File: config.mk
export PLATFORM = sky130hd
export DESIGN_NAME = mem_port_arbiter
export DESIGN_NICKNAME = d
export VERILOG_FILES = /design/src/rtl/mem_port_arbiter.sv
export SDC_FILE = /design/constraint.sdc
export NUM_CORES = 1
export LEC_CHECK = 0
export ABC_AREA = 0
export CORE_MARGIN = 2
export CORE_UTILIZATION = 35
export DETAILED_ROUTE_END_ITERATION = 6
export HOLD_SLACK_MARGIN = 0.12
export PLACE_DENSITY = 0.81
export SLEW_MARGIN = 20
export SYNTH_ARGS = -nofsm -noshare
export SYNTH_HDL_FRONTEND = slang
export SYNTH_SLANG_ARGS = --single-unit
File: constraint.sdc
create_clock -name i_clk -period 2.6 [get_ports i_clk]
set_input_delay 0.39 -clock i_clk [delete_from_list [all_inputs] [get_ports i_clk]]
set_output_delay 0.39 -clock i_clk [all_outputs]
set_load 0.05 [all_outputs]
File: src/rtl/mem_port_arbiter.sv
// mem_port_arbiter: shares one single-port memory between instruction
// fetch and load/store, data first, with a bounded fetch starvation guard.
module mem_port_arbiter #(
   parameter int STARVE_MAX = 4
) (
   input  logic        i_clk,
   input  logic        i_rst_n,
   input  logic        i_f_req,
   input  logic [31:0] i_f_addr,
   output logic        o_f_valid,
   output logic        o_f_err,
   output logic [31:0] o_f_data,
   input  logic        i_d_req,
   input  logic        i_d_write,
   input  logic [31:0] i_d_addr,
   input  logic [31:0] i_d_wdata,
   input  logic [1:0]  i_d_size,
   output logic        o_d_done,
   output logic        o_d_err,
   output logic [31:0] o_d_rdata,
   output logic        o_m_req,
   output logic        o_m_write,
   output logic [31:0] o_m_addr,
   output logic [31:0] o_m_wdata,
   output logic [1:0]  o_m_size,
   input  logic        i_m_ready,
   input  logic [31:0] i_m_rdata,
   output logic        o_busy
);

   typedef enum logic [1:0] {
      IDLE  = 2'd0,
      FETCH = 2'd1,
      DATA  = 2'd2
   } state_t;

   localparam logic [3:0] STARVE_LIM = 4'(STARVE_MAX);

   localparam logic [1:0] SZ_NONE = 2'b00;
   localparam logic [1:0] SZ_HALF = 2'b10;
   localparam logic [1:0] SZ_WORD = 2'b11;

   state_t      state;
   logic [3:0]  cnt;
   logic [31:0] addr_q;
   logic [31:0] wdata_q;
   logic [1:0]  size_q;
   logic        write_q;

   logic        idle;
   logic        sel_d;
   logic        sel_f;
   logic        d_none;
   logic        d_mis;
   logic        f_mis;
   logic        d_go;
   logic        f_go;
   logic [3:0]  cnt_inc;

   // Requester selection and alignment checks, only meaningful in IDLE.
   always_comb begin
      idle    = (state == IDLE);
      sel_d   = idle && i_d_req && (!i_f_req || (cnt < STARVE_LIM));
      sel_f   = idle && !sel_d && i_f_req;
      d_none  = (i_d_size == SZ_NONE);
      d_mis   = 1'b0;
      unique case (1'b1)
         (i_d_size == SZ_HALF): d_mis = i_d_addr[0];
         (i_d_size == SZ_WORD): d_mis = |i_d_addr[1:0];
         default:               d_mis = 1'b0;
      endcase
      f_mis   = |i_f_addr[1:0];
      d_go    = sel_d && !d_none && !d_mis;
      f_go    = sel_f && !f_mis;
      cnt_inc = (cnt >= STARVE_LIM) ? STARVE_LIM : cnt + 4'd1;
   end

   // Transaction FSM: grants in IDLE, waits for memory in FETCH/DATA.
   always_ff @(posedge i_clk or negedge i_rst_n) begin
      if (!i_rst_n) begin
         state   <= IDLE;
         cnt     <= '0;
         addr_q  <= '0;
         wdata_q <= '0;
         size_q  <= '0;
         write_q <= 1'b0;
      end else begin
         unique case (state)
            IDLE: begin
               if (d_go) begin
                  addr_q  <= i_d_addr;
                  wdata_q <= i_d_wdata;
                  size_q  <= i_d_size;
                  write_q <= i_d_write;
                  cnt     <= i_f_req ? cnt_inc : 4'd0;
                  state   <= DATA;
               end else if (f_go) begin
                  addr_q  <= i_f_addr;
                  size_q  <= SZ_WORD;
                  write_q <= 1'b0;
                  cnt     <= '0;
                  state   <= FETCH;
               end
            end
            FETCH, DATA: begin
               if (i_m_ready) state <= IDLE;
            end
            default: state <= IDLE;
         endcase
      end
   end

   // Memory side follows the latched transaction; request only when active.
   always_comb begin
      o_busy    = !idle;
      o_m_req   = !idle;
      o_m_write = write_q;
      o_m_addr  = addr_q;
      o_m_wdata = wdata_q;
      o_m_size  = size_q;
   end

   // Completions: immediate for rejected/empty requests, else on memory ready.
   always_comb begin
      o_f_err   = i_rst_n && sel_f && f_mis;
      o_f_valid = o_f_err ||
                  (i_rst_n && (state == FETCH) && i_m_ready);
      o_f_data  = (state == FETCH) ? i_m_rdata : '0;
      o_d_err   = i_rst_n && sel_d && !d_none && d_mis;
      o_d_done  = (i_rst_n && sel_d && (d_none || d_mis)) ||
                  (i_rst_n && (state == DATA) && i_m_ready);
      o_d_rdata = (state == DATA) ? i_m_rdata : '0;
   end

endmodule

==> key figures, run 1 <==
Outcome
  – Status: complete, no violations

STA
  – Headroom to the max-slew limit: 39.98%
  – Count of pins over their slew limit: 0
  – # setup viols final: 0
  – Min Tclk post-route: 2414 ps
  – Worst slew pin tran: 900.2 ps
  – Final hold viol count: 0
  – Period utilization: 92.85%
  – Fmax: 0.4142 GHz
  – RSZ-0062 raised after global routing: false
  – Clock Skews: 10.86 ps
  – Hold Worst Slack: 444.3 ps

Global route
  – Total track usage: 21.47%
  – Vias in the first global route: 3730
  – Pin count of the biggest net entering global routing: 72
  – First-pass GRT wire length: 19.51 mm
  – Number of antenna violations at the first check in global routing: 0
  – Grt ovf: 0

Setup path
  – Reg2Reg Depth: 7
  – Crit path max fanout: 3
  – Req. time, crit path: 2210 ps
  – CP startpoint kind: input pin
  – Critical R2R Launch: state[0]$_DFFE_PN0P_
  – CP Capture Type: primary output
  – Flop-to-flop setup slack: 210 ps
  – Critical path class: input pin to primary output
  – Worst path arrival time: 2020 ps
  – Crit path launch: i_d_size[0]
  – CP endpoint: o_d_done
  – Terminus of the critical flop-to-flop path: o_m_addr[29]$_DFFE_PN0P_

Die
  – Die width: 108.7 um
  – DIE AREA: 11810 sq um
  – Die height: 108.7 um
  – IO Pins: 273
  – Row count: 38
  – Initial Utilization: 35.69%
  – Core Region: 10750 sq um

Pwr
  – Power density over cell area: 1192 nW/um^2
  – Switching share of power: 47.31%
  – Maximum vdd drop: 0.0008153 V
  – Flop pwr share: 21.9%
  – Gate power share: 67.9%
  – P_int: 0.004802 W
  – Clock power share: 10.1%
  – P_sw: 0.004312 W
  – Leakage power: 3.267 nW

Route
  – Vias per cell: 4.710
  – Drt wl/cell: 17.71 um
  – Metal1 wirelength: 4.508 mm
  – Final ANT Viol Nets: 0
  – Highest metal used: met4
  – DR DRC count: 0
  – Total wire length: 12.81 mm
  – Met3 WL post-DR: 1.187 mm
  – Metal2 WL: 6.779 mm
  – Initial DRT Pass Iterations: 4
  – Via count: 3405
  – Starting DRC count in detailed routing: 136

Finish
  – Nets: 718
  – FILL cells: 766
  – Finished Layout Cells: 723
  – Diode count: 0
  – Sequential cell area: 1827 sq um
  – Area Growth Syn to Fin: 99.38%
  – Share of cells above drive strength 1: 32.93%
  – Area of the multi-input gates: 1892 sq um

Clocking
  – Worst-path clk slew: 80 ps
  – Clk sinks: 73
  – Clk_lat worst skew: 350 ps
  – Num CTS Buffers: 9
  – Postcts setup bufs: 0
  – CTS tree: done
  – CTS Root Cell: clkbuf_8
  – Clock Path Buffers: 2
  – CTS H-tree depth: 3

Place
  – DP HPWL: 10.18 mm
  – Placed cells: 706
  – RePlAce Congestion: 0.7461
  – Buffers on Ports: 272

Synth
  – Mapped Area: 3835 sq um
  – Syn nets: 443
  – Sequential cell area fraction in the yosys report: 47.63%
  – Synth Register Bits: 73
  – Mapped Cells: 303
  – YS warnings: 0
  – Syn avg cell area: 12.66 sq um
  – Yosys cell types: 26

Flow run
  – Max-Cap Viols: 0

Hold path
  – Hold Path Class: input pin to asynchronous set/reset pin
## cell usage after synthesis
library cell  count  area [sq um]
o21ai_0           3         15.01
a21oi_1           2         10.01
mux2_2           65         732.0
o31ai_1           1         7.510
nor3_1            2         10.01
nor2_1            3         11.26
mux2i_1           7         70.07
nand3_1           1         5.000
or4_1             1         7.510
ha_1              4         50.05
a31o_2            1         8.760
clkbuf_1          7         26.28
dfrtp_1          73          1827
a2bb2oi_1         1         8.760
o2bb2ai_1         1         8.760
nand2b_1          5         31.28
buf_4             1         7.510
inv_1             6         22.52
a21boi_0          1         7.510
nand2_1          12         45.04
buf_6             3         33.78
and2_1           64         400.4
buf_2             8         40.04
mux2_4           29         435.4
nor2b_1           1         6.260
nor3b_1           1         7.510
## worst max-delay path, stage by stage
cell and delay (ps):
clkdlybuf4s50_1 530, a21oi_1 110, mux2i_1 360, nand2b_1 100
a21boi_0 340, buf_12 190
## layout make-up
class,count,share of cell area (%)
multi-input cells,205,24.74
clock inverters,4,0.6709
flip-flops and latches,73,23.89
clock buffers,12,2.029
inverters,6,0.2946
repair buffers,283,46.08
well taps,140,2.291
## per-layer routing
layer | up-vias | GRT usage [%]
met5 | - | 0
met4 | 0 | 8.059
met3 | 22 | 7.233
met2 | 162 | 39.69
met1 | 1641 | 22.42
li1 | 1580 | -
## stage by stage
stage,utilization (%),worst slack (ps),instance area [sq um],setup TNS (ps),total power [W]
2_1_floorplan,-,177.3,3840,0,0.005775
5_1_grt,71.16,85.08,7646,0,0.009493
3_5_place_dp,69.14,-7.928,7430,-7.928,0.008237
6_report,71.16,185.8,7646,0,0.009114
4_1_cts,71.16,198.1,7646,0,0.009204
3_3_place_gp,69.14,59.13,7430,0,0.008106
## power groups by stage
stage	sequential, W	clock (W)	combinational (W)
floorplan	0.00387	0	0.00190
detailed placement	0.00202	0	0.00622
CTS	0.00201	0.000956	0.00624
global placement	0.00199	0	0.00612
finish	0.00200	0.000925	0.00619
global route	0.00208	0.000990	0.00642
## worst min path at each step
stage	startpoint	endpoint	cells past startpoint
2_1_floorplan	i_rst_n	cnt[0]$_DFFE_PN0P_	0
3_3_place_gp	i_rst_n	cnt[3]$_DFFE_PN0P_	1
3_5_place_dp	i_rst_n	cnt[2]$_DFFE_PN0P_	1
4_1_cts	i_rst_n	cnt[2]$_DFFE_PN0P_	2
5_1_grt	i_rst_n	cnt[2]$_DFFE_PN0P_	2
6_report	i_rst_n	cnt[2]$_DFFE_PN0P_	2
## sequential cells by signal, indices dropped and copies added (netlist names)
name / flops
o_m_wdata: 32
o_m_write: 1
cnt: 4
o_m_addr: 32
o_m_size: 2
state: 2
## cell usage in the layout, fill, tap and decap left out
master             n
mux2_4            29
nand3_1            1
mux2i_1            7
ha_1               4
clkdlybuf4s50_1  203
and2_1            64
nor3_1             1
clkinv_2           1
nor2_1             2
clkinv_4           1
buf_4              8
inv_1              6
buf_12            71
nor2_4             1
nor3b_1            1
o21ai_0            3
nor2b_1            1
o2bb2ai_1          1
a21oi_1            2
nand2b_1           5
a2bb2oi_1          1
a31o_2             1
a21boi_0           1
bufinv_16          1
clkinvlp_4         1
or4_2              1
dfrtp_1           73
nand2_1           12
clkbuf_1           1
o31ai_1            1
mux2_2            65
nor3_2             1
clkbuf_8          11
dlygate4sd3_1      1
## logic make-up (layout without fill, tap and decap cells)
group,count (synthesis),in the layout,share of synthesized area [%]
buffers and inverters,25,305,3.393
AOI/OAI and AO/OA,10,10,1.729
adders and majority gates,4,4,1.305
DFF,73,73,47.63
muxes,101,101,32.27
and+or+nand+nor,90,90,13.67
## what timing repair did
item / CTS / global route
hold buffers: 1 / 0
gates resized for setup: 0 / 0
endpoints found under the hold margin: 2 / 0
No activity file was read; power rests on OpenSTA's default activity.
==> run 2, diff against run 1 <==
--- a/config.mk
+++ b/config.mk
@@ -6,11 +6,11 @@
 export NUM_CORES = 1
 export LEC_CHECK = 0
 export ABC_AREA = 0
-export CORE_MARGIN = 2
-export CORE_UTILIZATION = 35
+export CORE_AREA = 2 2 106 108
 export DETAILED_ROUTE_END_ITERATION = 6
+export DIE_AREA = 0 0 108 110
+export DONT_BUFFER_PORTS = 1
 export HOLD_SLACK_MARGIN = 0.12
-export PLACE_DENSITY = 0.81
 export SLEW_MARGIN = 20
 export SYNTH_ARGS = -nofsm -noshare
 export SYNTH_HDL_FRONTEND = slang
==> key figures, run 2 (synthesis results as in run 1) <==
Finish
  – Nets: 448 (was 718)
  – Commonest non-fill, non-tap cell in the layout: dfrtp_1 (was clkdlybuf4s50_1)
  – Area Growth Syn to Fin: 11.26% (was 99.38%)
  – Share of cells above drive strength 1: 39.94% (was 32.93%)
  – Sequential cell area: 1827 sq um (unchanged)
  – Most frequent cells in the layout: 73 x dfrtp_1, 65 x mux2_2, 64 x and2_1, 29 x mux2_4, 12 x nand2_1 (was 203 x clkdlybuf4s50_1, 73 x dfrtp_1, 71 x buf_12, 65 x mux2_2, 64 x and2_1)
  – FILL cells: 978 (was 766)
  – Area of the multi-input gates: 1897 sq um (was 1892 sq um)
  – Finished Layout Cells: 453 (was 723)
  – Diode count: 0 (unchanged)

STA
  – RSZ-0062 raised after global routing: false (unchanged)
  – Fmax: 0.4255 GHz (was 0.4142 GHz)
  – Count of pins over their slew limit: 0 (unchanged)
  – Worst slew pin tran: 562.1 ps (was 900.2 ps)
  – Min Tclk post-route: 2350 ps (was 2414 ps)
  – Period utilization: 90.39% (was 92.85%)
  – # setup viols final: 0 (unchanged)
  – Final hold viol count: 0 (unchanged)
  – Hold Worst Slack: 165.4 ps (was 444.3 ps)
  – Setup TNS: 0 ps (unchanged)
  – Headroom to the max-slew limit: 62.78% (was 39.98%)
  – Clock Skews: 9.110 ps (was 10.86 ps)

Die
  – Die height: 110 um (was 108.7 um)
  – IO Pins: 273 (unchanged)
  – Die width: 108 um (was 108.7 um)
  – Core Region: 10700 sq um (was 10750 sq um)
  – Initial Utilization: 35.85% (was 35.69%)
  – Row count: 38 (unchanged)
  – DIE AREA: 11880 sq um (was 11810 sq um)

Pwr
  – Leakage power: 1.916 nW (was 3.267 nW)
  – Maximum vdd drop: 0.0008079 V (was 0.0008153 V)
  – Power density over cell area: 1636 nW/um^2 (was 1192 nW/um^2)

Flow run
  – Max-Cap Viols: 0 (unchanged)

Setup path
  – CP startpoint kind: flip-flop (was input pin)
  – Flop-to-flop setup slack: 250 ps (was 210 ps)
  – Critical R2R Launch: state[0]$_DFFE_PN0P_ (unchanged)
  – Crit path max fanout: 34 (was 3)
  – Critical path class: flip-flop to flip-flop (was input pin to primary output)
  – Crit path launch: state[0]$_DFFE_PN0P_ (was i_d_size[0])
  – Worst path arrival time: 2580 ps (was 2020 ps)
  – Req. time, crit path: 2830 ps (was 2210 ps)
  – CP Capture Type: flip-flop (was primary output)

Clocking
  – CTS Root Cell: clkbuf_8 (unchanged)
  – Clk_lat worst skew: 340 ps (was 350 ps)
  – Num CTS Buffers: 9 (unchanged)
  – Worst-path clk slew: 80 ps (about the same)
  – CTS H-tree depth: 3 (unchanged)
  – Clock Path Buffers: 2 (unchanged)
  – Postcts setup bufs: 0 (unchanged)
  – Clk sinks: 73 (unchanged)
  – CTS tree: done (unchanged)
  – Post-cts repair resize count: 0 (unchanged)

Route
  – Via count: 2334 (was 3405)
  – Initial DRT Pass Iterations: 4 (unchanged)
  – Drt wl/cell: 20.67 um (was 17.71 um)
  – Starting DRC count in detailed routing: 100 (was 136)
  – DR DRC count: 0 (unchanged)
  – Total wire length: 9.362 mm (was 12.81 mm)
  – Vias per cell: 5.152 (was 4.710)
  – Final ANT Viol Nets: 0 (unchanged)

Place
  – RePlAce Congestion: 0.7259 (was 0.7461)
  – Placed cells: 435 (was 706)
  – Buffers on Ports: 0 (was 272)
  – DP HPWL: 6.963 mm (was 10.18 mm)

Global route
  – Grt ovf: 0 (unchanged)
  – Total track usage: 15.21% (was 21.47%)
  – Vias in the first global route: 2451 (was 3730)
  – Number of antenna violations at the first check in global routing: 0 (unchanged)
  – First-pass GRT wire length: 13.50 mm (was 19.51 mm)
  – Pin count of the biggest net entering global routing: 74 (was 72)

Outcome
  – Status: complete, no violations (unchanged)

Hold path
  – Hold Path Class: input pin to flip-flop (was input pin to asynchronous set/reset pin)
  – Hold Path Origin: i_d_addr[0]
==> run 2: final timing paths <==
check,endpoint,cells after the start
worst max-delay path,o_m_addr[27]$_DFFE_PN0P_,7
worst min-delay path,o_m_addr[0]$_DFFE_PN0P_,2
worst max register to register,o_m_addr[27]$_DFFE_PN0P_,7
worst min register to register,cnt[3]$_DFFE_PN0P_,2
max in group asynchronous,state[0]$_DFFE_PN0P_,2
min in group asynchronous,o_m_addr[27]$_DFFE_PN0P_,2
==> run 2: worst max-delay path, stage by stage (launching register included) <==
cell and delay (ps):
dfrtp_1 400, inv_1 90, ha_1 230, nand2_1 90, or4_2 600, buf_12 220, mux2_4 320, mux2_2 260
==> run 2: final cells by class <==
class	instances	share of cell area, %
Tap cell	140	4.106
Clock inverter	5	1.320
Sequential cell	73	42.82
Multi-Input combinational cell	205	44.46
Inverter	6	0.5279
Clock buffer	11	3.079
Timing Repair Buffer	13	3.695
==> run 2: per-stage QoR <==
stage               utilization [%]  total power [W]  setup slack (ps)  area [sq um]
floorplan                         -         0.005775             177.3          3840
global placement              37.78         0.006106             309.8          4041
detailed placement            37.78         0.006155             251.7          4041
CTS                           39.88         0.007066             245.5          4267
global route                  39.88         0.007308             101.5          4267
finish                        39.88         0.006982             249.9          4267
==> run 2: power breakdown <==
group / leakage (nW) / internal [W] / total [W] / switching (W)
registers: 0.871 / 0.00165 / 0.00400 / 0.00234
clock network: 0.0933 / 0.000442 / 0.000852 / 0.000410
logic: 0.952 / 0.000961 / 0.00213 / 0.00117
==> run 2: repair_timing <==
item                       4_1_cts  5_1_grt
hold endpoints to repair        73        0
hold buffers                     2        0
setup endpoints to repair        0        0
==> run 2: routing by layer <==
metal	wire, um	up-vias	track usage [%]
li1	-	1028	-
met1	2989	1126	14.63
met2	5083	171	27.58
met3	1179	9	7.995
met4	110	0	5.769
met5	0	-	0
==> run 3, diff against run 2 <==
--- a/config.mk
+++ b/config.mk
@@ -11,7 +11,6 @@
 export DIE_AREA = 0 0 108 110
 export DONT_BUFFER_PORTS = 1
 export HOLD_SLACK_MARGIN = 0.12
-export SLEW_MARGIN = 20
 export SYNTH_ARGS = -nofsm -noshare
 export SYNTH_HDL_FRONTEND = slang
 export SYNTH_SLANG_ARGS = --single-unit
==> results of run 3 <==
Same layout as run 2: the final DEF is identical, and so are final timing and power.
